### src/rtl/kl_slice_adder_seq.sv
// Multi-cycle KL10 word adder: drives one SLICE-bit carry-lookahead slice per
// clock, LSB group first, and hands back sum/cout/ovf behind valid/ready.

module kl_cla_slice #(
  parameter int W = 4
) (
  input  logic [W-1:0] a,
  input  logic [W-1:0] b,
  input  logic         cin,
  output logic [W-1:0] s,
  output logic         cout
);
  logic [W-1:0] g;
  logic [W-1:0] p;
  logic [W:0]   c;
  logic         pp;

  // Each carry is a flat sum of generate terms gated by the propagate chain,
  // so no carry depends on a lower carry signal.
  always_comb begin
    // NOTE: every always_comb output gets a default first so no path can
    // leave it unassigned and infer a latch.
    c  = '0;
    pp = 1'b0;
    g  = a & b;
    p  = a ^ b;
    c[0] = cin;
    for (int i = 0; i < W; i++) begin
      c[i+1] = g[i];
      pp     = p[i];
      for (int j = i - 1; j >= 0; j--) begin
        c[i+1] = c[i+1] | (pp & g[j]);
        pp     = pp & p[j];
      end
      c[i+1] = c[i+1] | (pp & cin);
    end
  end

  assign s    = p ^ c[W-1:0];
  assign cout = c[W];
endmodule

module kl_slice_adder_seq #(
  parameter  int WIDTH  = 36,
  parameter  int SLICE  = 4,
  localparam int NSLICE = WIDTH / SLICE
) (
  input  logic                      clk,
  input  logic                      reset_n,
  input  logic                      start_valid,
  output logic                      start_ready,
  input  logic [0:WIDTH-1]          a,
  input  logic [0:WIDTH-1]          b,
  input  logic                      cin,
  input  logic                      sub,
  input  logic                      abort,
  output logic                      res_valid,
  input  logic                      res_ready,
  output logic [0:WIDTH-1]          sum,
  output logic                      cout,
  output logic                      ovf,
  output logic                      busy,
  output logic [$clog2(NSLICE)-1:0] slice_idx
);
  localparam int IDXW = $clog2(NSLICE);

  localparam logic [1:0] S_IDLE = 2'd0;
  localparam logic [1:0] S_RUN  = 2'd1;
  localparam logic [1:0] S_DONE = 2'd2;

  logic [1:0]       state;
  logic [0:WIDTH-1] a_r;
  logic [0:WIDTH-1] b_r;
  logic [0:WIDTH-1] sum_r;
  logic             carry_r;
  logic             cout_r;
  logic             ovf_r;
  logic [IDXW-1:0]  idx_r;

  logic [SLICE-1:0] a_sl;
  logic [SLICE-1:0] b_sl;
  logic [SLICE-1:0] s_sl;
  logic             c_sl;
  logic             last_slice;

  // Bit 0 is the word MSB, so slice k sits at the high-index end for k=0.
  always_comb begin
    a_sl = '0;
    b_sl = '0;
    for (int i = 0; i < NSLICE; i++) begin
      if (idx_r == IDXW'(i)) begin
        a_sl = a_r[WIDTH-SLICE*(i+1) +: SLICE];
        b_sl = b_r[WIDTH-SLICE*(i+1) +: SLICE];
      end
    end
  end

  kl_cla_slice #(.W(SLICE)) u_slice (
    .a    (a_sl),
    .b    (b_sl),
    .cin  (carry_r),
    .s    (s_sl),
    .cout (c_sl)
  );

  assign last_slice = (idx_r == IDXW'(NSLICE - 1));

  always_ff @(posedge clk or negedge reset_n) begin
    // NOTE: operand, carry and result registers are all cleared on reset so
    // the outputs are defined immediately, not just once res_valid rises.
    if (!reset_n) begin
      state   <= S_IDLE;
      a_r     <= '0;
      b_r     <= '0;
      sum_r   <= '0;
      carry_r <= 1'b0;
      cout_r  <= 1'b0;
      ovf_r   <= 1'b0;
      idx_r   <= '0;
    end else begin
      // NOTE: sequential state uses non-blocking assignments so every
      // register samples pre-edge values regardless of statement order.
      case (state)
        S_IDLE: begin
          if (start_valid) begin
            a_r     <= a;
            b_r     <= sub ? ~b : b;
            carry_r <= sub ? 1'b1 : cin;
            idx_r   <= '0;
            state   <= S_RUN;
          end
        end
        S_RUN: begin
          if (abort) begin
            idx_r <= '0;
            state <= S_IDLE;
          end else begin
            for (int i = 0; i < NSLICE; i++) begin
              if (idx_r == IDXW'(i)) sum_r[WIDTH-SLICE*(i+1) +: SLICE] <= s_sl;
            end
            carry_r <= c_sl;
            if (last_slice) begin
              // Carry into bit 0 is recovered from its operand and sum bits.
              cout_r <= c_sl;
              ovf_r  <= c_sl ^ (a_r[0] ^ b_r[0] ^ s_sl[SLICE-1]);
              idx_r  <= '0;
              state  <= S_DONE;
            end else begin
              idx_r <= idx_r + 1'b1;
            end
          end
        end
        S_DONE: begin
          if (res_ready) state <= S_IDLE;
        end
        default: state <= S_IDLE;
      endcase
    end
  end

  assign start_ready = (state == S_IDLE);
  assign busy        = (state == S_RUN);
  assign res_valid   = (state == S_DONE);
  assign sum         = sum_r;
  assign cout        = cout_r;
  assign ovf         = ovf_r;
  assign slice_idx   = idx_r;
endmodule

### config.mk
export PLATFORM = sky130hd
export DESIGN_NAME = kl_slice_adder_seq
export DESIGN_NICKNAME = d
export VERILOG_FILES = /design/src/rtl/kl_slice_adder_seq.sv
export SDC_FILE = /design/constraint.sdc
export NUM_CORES = 1
export LEC_CHECK = 0
export CORE_MARGIN = 5
export CORE_UTILIZATION = 40
export DETAILED_ROUTE_END_ITERATION = 8
export PLACE_DENSITY = 0.66
export SYNTH_ARGS = -nofsm -noshare
export SYNTH_HDL_FRONTEND = slang
export SYNTH_HIERARCHICAL = 1
export SYNTH_SLANG_ARGS = --single-unit
### constraint.sdc
create_clock -name clk -period 3.5 [get_ports clk]
set_input_delay 0.35 -clock clk [delete_from_list [all_inputs] [get_ports clk]]
set_output_delay 0.35 -clock clk [all_outputs]
set_load 0.005 [all_outputs]
# Word level (Yosys, flattened, before mapping)
# Index checks and enable logic that the tools add are counted.
[word_totals]
output_inout_bits = 45
elab_cells = 113
reg_bits = 117
[op_classes]
n_addsub = 1
n_mux = 32
n_bitwise = 34
reduce_logical = 16
eq_ne = 14
[op_table]
columns = ["op", "count"]
rows = [
  ["4-bit two-way mux", 21],
  ["36-bit two-way mux", 1],
  ["36-bit inverter", 1],
  ["3-bit AND reduction", 11],
  ["1-bit bitwise AND", 16],
  ["4-bit by 3-bit == test with 1-bit output (second input constant)", 4],
  ["1-bit OR", 10],
  ["4-bit by 2-bit == test with 1-bit output (second input constant)", 2],
  ["2-bit two-way mux", 4],
  ["4-bit case mux with 2 select lines", 1],
  ["4-bit bitwise XOR", 2],
  ["2-bit case mux with 3 select lines", 1],
  ["4-bit by 1-bit adder with 4-bit output (second input constant)", 1],
  ["4-bit bitwise AND", 1],
  ["4-bit by 1-bit == test with 1-bit output (second input constant)", 1],
  ["4-bit == test (second input constant)", 1],
  ["4-bit logical NOT", 1],
  ["2-bit != test (second input constant)", 2],
  ["2-bit AND reduction", 2],
  ["1-bit two-way mux", 3],
  ["3-bit by 2-bit != test with 1-bit output (second input constant)", 1],
  ["1-bit bitwise XOR", 3],
  ["2-bit by 1-bit == test with 1-bit output (second input constant)", 1],
  ["2-bit == test (second input constant)", 1],
  ["5 further kinds", 5],
]

# Depth between registers and ports, before layout
[logic_depth]
word_depth = 18
depth_mapped = 16
mapped_depth_nobuf = 13

# Modules after synthesis
# The synthesis kept the hierarchy.
[by_module_without_submodules]
columns = ["module", "cells_each", "area_each_um2", "n_inst", "seq_area_each_um2"]
rows = [
  ["kl_slice_adder_seq", 546, 5425.2, 1, 2927.8],
  ["kl_cla_slice", 17, 147.6, 1, 0.0],
]

# Worst setup path after synthesis
# Ideal clock, no wire load.
[synth_timing]
path_kind = "register -> register"
startpoint = "reg idx_r[1] (netlist: slice_idx[1])"
endpoint = "reg ovf_r (netlist: ovf)"
setup_ns = 0.133
arrival_ns = 3.076
required_ns = 3.367
stages_incl_launch_ff = 17
path_slack_ns = 0.291
path_cell_list = "dfrtp_1 inv_1 ha_1 clkbuf_1 nor2b_1 clkbuf_1 a221oi_1 o32a_1 o21ai_0 ha_1 a21o_1 a31o_1 xor2_1 clkbuf_1 xnor2_1 xnor2_1 o21ai_0"
[synth_via]
elab_cells_between_ends = 52
[synth_lines]
columns = ["item", "line", "rtl"]
rows = [
  ["start, declared", "78", "logic [IDXW-1:0] idx_r;"],
  ["start signal, assigned", "149", "idx_r <= idx_r + 1'b1;"],
  ["4-bit logical NOT", "91", "if (idx_r == IDXW'(i)) begin"],
  ["4-bit two-way mux (8 in a row)", "91", ""],
  ["4-bit two-way mux *", "91", ""],
  ["named net a_sl[0]", "80", "logic [SLICE-1:0] a_sl;"],
  ["4-bit bitwise AND or 4-bit bitwise XOR (tied branches)", "25, 26", ""],
  ["1-bit bitwise AND (on tied branches)", "32, 33", ""],
  ["1-bit OR or 1-bit bitwise AND (tied branches)", "32, 35", ""],
  ["1-bit OR *", "35", "c[i+1] = c[i+1] | (pp & cin);"],
  ["4-bit bitwise XOR *", "39", "assign s = p ^ c[W-1:0];"],
  ["named net s_sl[3]", "82", "logic [SLICE-1:0] s_sl;"],
  ["1-bit bitwise XOR * (2 in a row)", "145", "ovf_r <= c_sl ^ (a_r[0] ^ b_r[0] ^ s_sl[SLICE-1]);"],
  ["end signal, assigned", "145", ""],
  ["end, declared", "77", "logic ovf_r;"],
]
# The timed path passes the listed nets; every way through them passes the cells marked *.
# A chain may end at the register's enable or synchronous reset.

# Worst setup path in the final report
[layout_timing]
startpoint = "reg idx_r[1] (netlist: slice_idx[1])"
endpoint = "reg ovf_r (netlist: ovf)"
[layout_via]
elab_cells_between_ends = 52
[layout_lines]
columns = ["item", "line", "rtl"]
rows = [
  ["4-bit logical NOT", "91", ""],
  ["4-bit two-way mux (8 in a row)", "91", ""],
  ["4-bit two-way mux *", "91", ""],
  ["named net a_sl[2]", "80", ""],
  ["4-bit bitwise AND or 4-bit bitwise XOR (tied branches)", "25, 26", ""],
  ["1-bit bitwise AND (on tied branches)", "32, 33", ""],
  ["1-bit OR (tied with other cells) (2 in a row)", "32", "c[i+1] = c[i+1] | (pp & g[j]);"],
  ["1-bit OR or 1-bit bitwise AND (tied branches)", "32, 35", ""],
  ["1-bit OR *", "35", ""],
  ["named net c_sl", "83", "logic c_sl;"],
  ["1-bit bitwise XOR *", "145", ""],
]
# Marked as above.

==> run summary <==
Asr flop ratio synth -> 100.0%
Final Max Slew Viols -> 0
Clock Pin Slew Worst Setup and Hold Paths -> 50 ps
Nets -> 778
CTS buffer count -> 17
Crit end category -> register
# diodes -> 0
Core Box Area -> 0.01377 mm2
Endpoints failing hold -> 0
Mean Syn Cell Area -> 9.898 um2
YS warnings -> 6
Synth unique cells -> 37
Root Buffer -> clkbuf_16
DR vias -> 4,507
Overall Power -> 5.110 mW
Vias in the first global route -> 4,612
Tot GR Track Use -> 18.50%
Pin count of the biggest net entering global routing -> 92
Ranking of synthesized cells by area -> dfrtp_1, nand2_1, mux2_2
Clock Path Buffers -> 2
Critical path type -> reg2reg
Critical R2R Launch -> slice_idx[1]
Critical path peak fanout -> 8
GPL Wtd Cong -> 0.8440
Final period demand of the worst path -> 3382 ps
Initial DRC count -> 227
Hold-fix buffers, CTS -> 0
CTS tree -> yes
GRT Residual Overflow -> 0
Initial antenna violation count -> 0
Setup TNS Final -> 0 ps
Hold slack -> 161.6 ps
Pwr dens -> 664.3 mW/mm2
Max-slew headroom -> 24.50%
Hpwl dp -> 11.17 mm
Reg2reg path depth -> 14
DRT Pass-1 Iters -> 7
Initial Util -> 40.46%
Row count -> 43
DP Worst Slack -> 84.00 ps
Most frequent cells in the layout -> nand2_1, clkdlybuf4s50_1, dfrtp_1, o21ai_0, mux2_2
Commonest non-fill, non-tap cell in the layout -> nand2_1
Peak supply drop -> 0.3041 mV
Worst-skew pair later-pin latency -> 410 ps
Post-route antenna net violation count -> 0
Area delta synth->final -> 38.03%
Layout cells sized above 1 -> 14.39%
DR vias/cell -> 5.110
Sequential share of the synthesized area -> 52.54%
CP Data Arrival Time -> 3650 ps
R2R Setup Slk -> 120 ps
Layout fillers -> 1,258
Die area -> 0.01639 mm2
Final setup viols -> 0
CTS sink cnt -> 117
Synthesized area -> 0.005573 mm2
Worst slew pin tran -> 1132 ps
CP Launch Type -> register
Synth top area share -> 52.54%
Crit share post-route -> 96.64%
Number of synthesized register bits -> 117
Boundary Pins -> 124
Final Routed Wirelength -> 14.96 mm
Worst min path class -> in2async
First-pass GRT wire length -> 23.92 mm
EDFF count, synth -> 0
Detailed-route DRC error count -> 0
Die width -> 128.0 um
Number of port buffers -> 123
Cell taking the most area after synthesis -> dfrtp_1
Peak Freq -> 0.2957 GHz
H-tree lvl count -> 4
Lkg Pwr -> 3.476 nW
Wirelength per Cell -> 16.96 um
Synth Net Count -> 651
Clock skew -> 9.853 ps
Post-Synthesis Cells -> 563
Final WS setup -> 117.6 ps
Max-cap viol count -> 0
Status -> completed
Die H -> 128.0 um
Worst path required time -> 3770 ps
Unrepaired setup endpoints after global routing -> no
Primary FF master, synth -> dfrtp_1
R2R Path End -> ovf
==> Yosys cell counts, drive strengths merged (4+ instances only) <==
| master | n |
|---|---|
| o21ai | 69 |
| inv | 21 |
| clkbuf | 21 |
| a222oi | 8 |
| a21oi | 17 |
| nand2 | 154 |
| xor2 | 9 |
| nor2 | 5 |
| mux2 | 38 |
| a22oi | 4 |
| nand2b | 4 |
| ha | 8 |
| o32a | 8 |
| buf | 13 |
| xnor2 | 33 |
| dfrtp | 117 |
| a221oi | 8 |
==> final cells by class <==
| class | instances | area, um2 | share of cell area (%) |
|---|---|---|---|
| clock buffers | 19 | 452.9 | 5.888 |
| clock inverters | 12 | 178.9 | 2.326 |
| inverters | 21 | 78.83 | 1.025 |
| multi-input cells | 391 | 2461 | 31.99 |
| flip-flops and latches | 117 | 2929 | 38.08 |
| well taps | 180 | 225.2 | 2.928 |
| repair buffers | 142 | 1366 | 17.76 |
==> routing by layer <==
metal	wire (um)	vias to the layer above	part of all wire (%)	track usage, %
li1	-	2172	-	-
met1	6892	2154	46	25.45
met2	6881	160	46	28.53
met3	926	21	6.2	4.583
met4	255	0	1.7	6.554
met5	0	-	0	0
==> how the worst max path moves through the flow <==
stage | start | end | cells past startpoint
global route | slice_idx[1] | ovf | 14
floorplan | slice_idx[1] | ovf | 16
global placement | slice_idx[0] | sum[8] | 13
finish | slice_idx[1] | ovf | 14
detailed placement | slice_idx[0] | ovf | 11
CTS | slice_idx[0] | ovf | 11
==> metrics by stage <==
stage	std cells	cell area [um2]	util, %
floorplan	563	5573	-
global placement	851	7025	51.01
detailed placement	851	7025	51.01
CTS	882	7657	55.60
global route	882	7692	55.85
finish	882	7692	55.85
==> worst max-delay path, stage by stage (launching register included) <==
cell and delay [ps]:
dfrtp_1 460, inv_1 100, ha_1 200, nor2b_1 130
buf_4 170, a221oi_1 400, o32a_1 260, o21ai_0 110
ha_1 390, a21o_1 210, a31o_1 210, a21o_1 220
xnor2_1 170, xnor2_1 130, o21ai_0 90
==> power breakdown <==
group	internal, mW	switching, mW	leakage, nW
Clock	1.22	0.614	0.289
Combinational	0.705	0.736	1.70
Sequential	1.64	0.188	1.49
Total	3.57	1.54	3.48
==> timing repair <==
item                       in CTS  in global routing
buffers inserted                0                  0
resized for setup               0                  8
setup endpoints to repair       0                 30
==> state kept, by name, summed over array words and instances, names as in the netlist <==
name	cells
cout	1
slice_idx	4
ovf	1
b_r	36
carry_r	1
sum	36
a_r	36
state	2
==> cells by family after synthesis <==
group / count (synthesis) / share of synthesized area [%]
DFF: 117 / 52.54
buffers and inverters: 55 / 3.952
and+or+nand+nor: 175 / 12.73
AOI/OAI and AO/OA: 127 / 14.35
xor gates and xnor gates: 42 / 6.601
adders and majority gates: 9 / 2.155
muxes: 38 / 7.678
(Power assumes the default switching activity.)
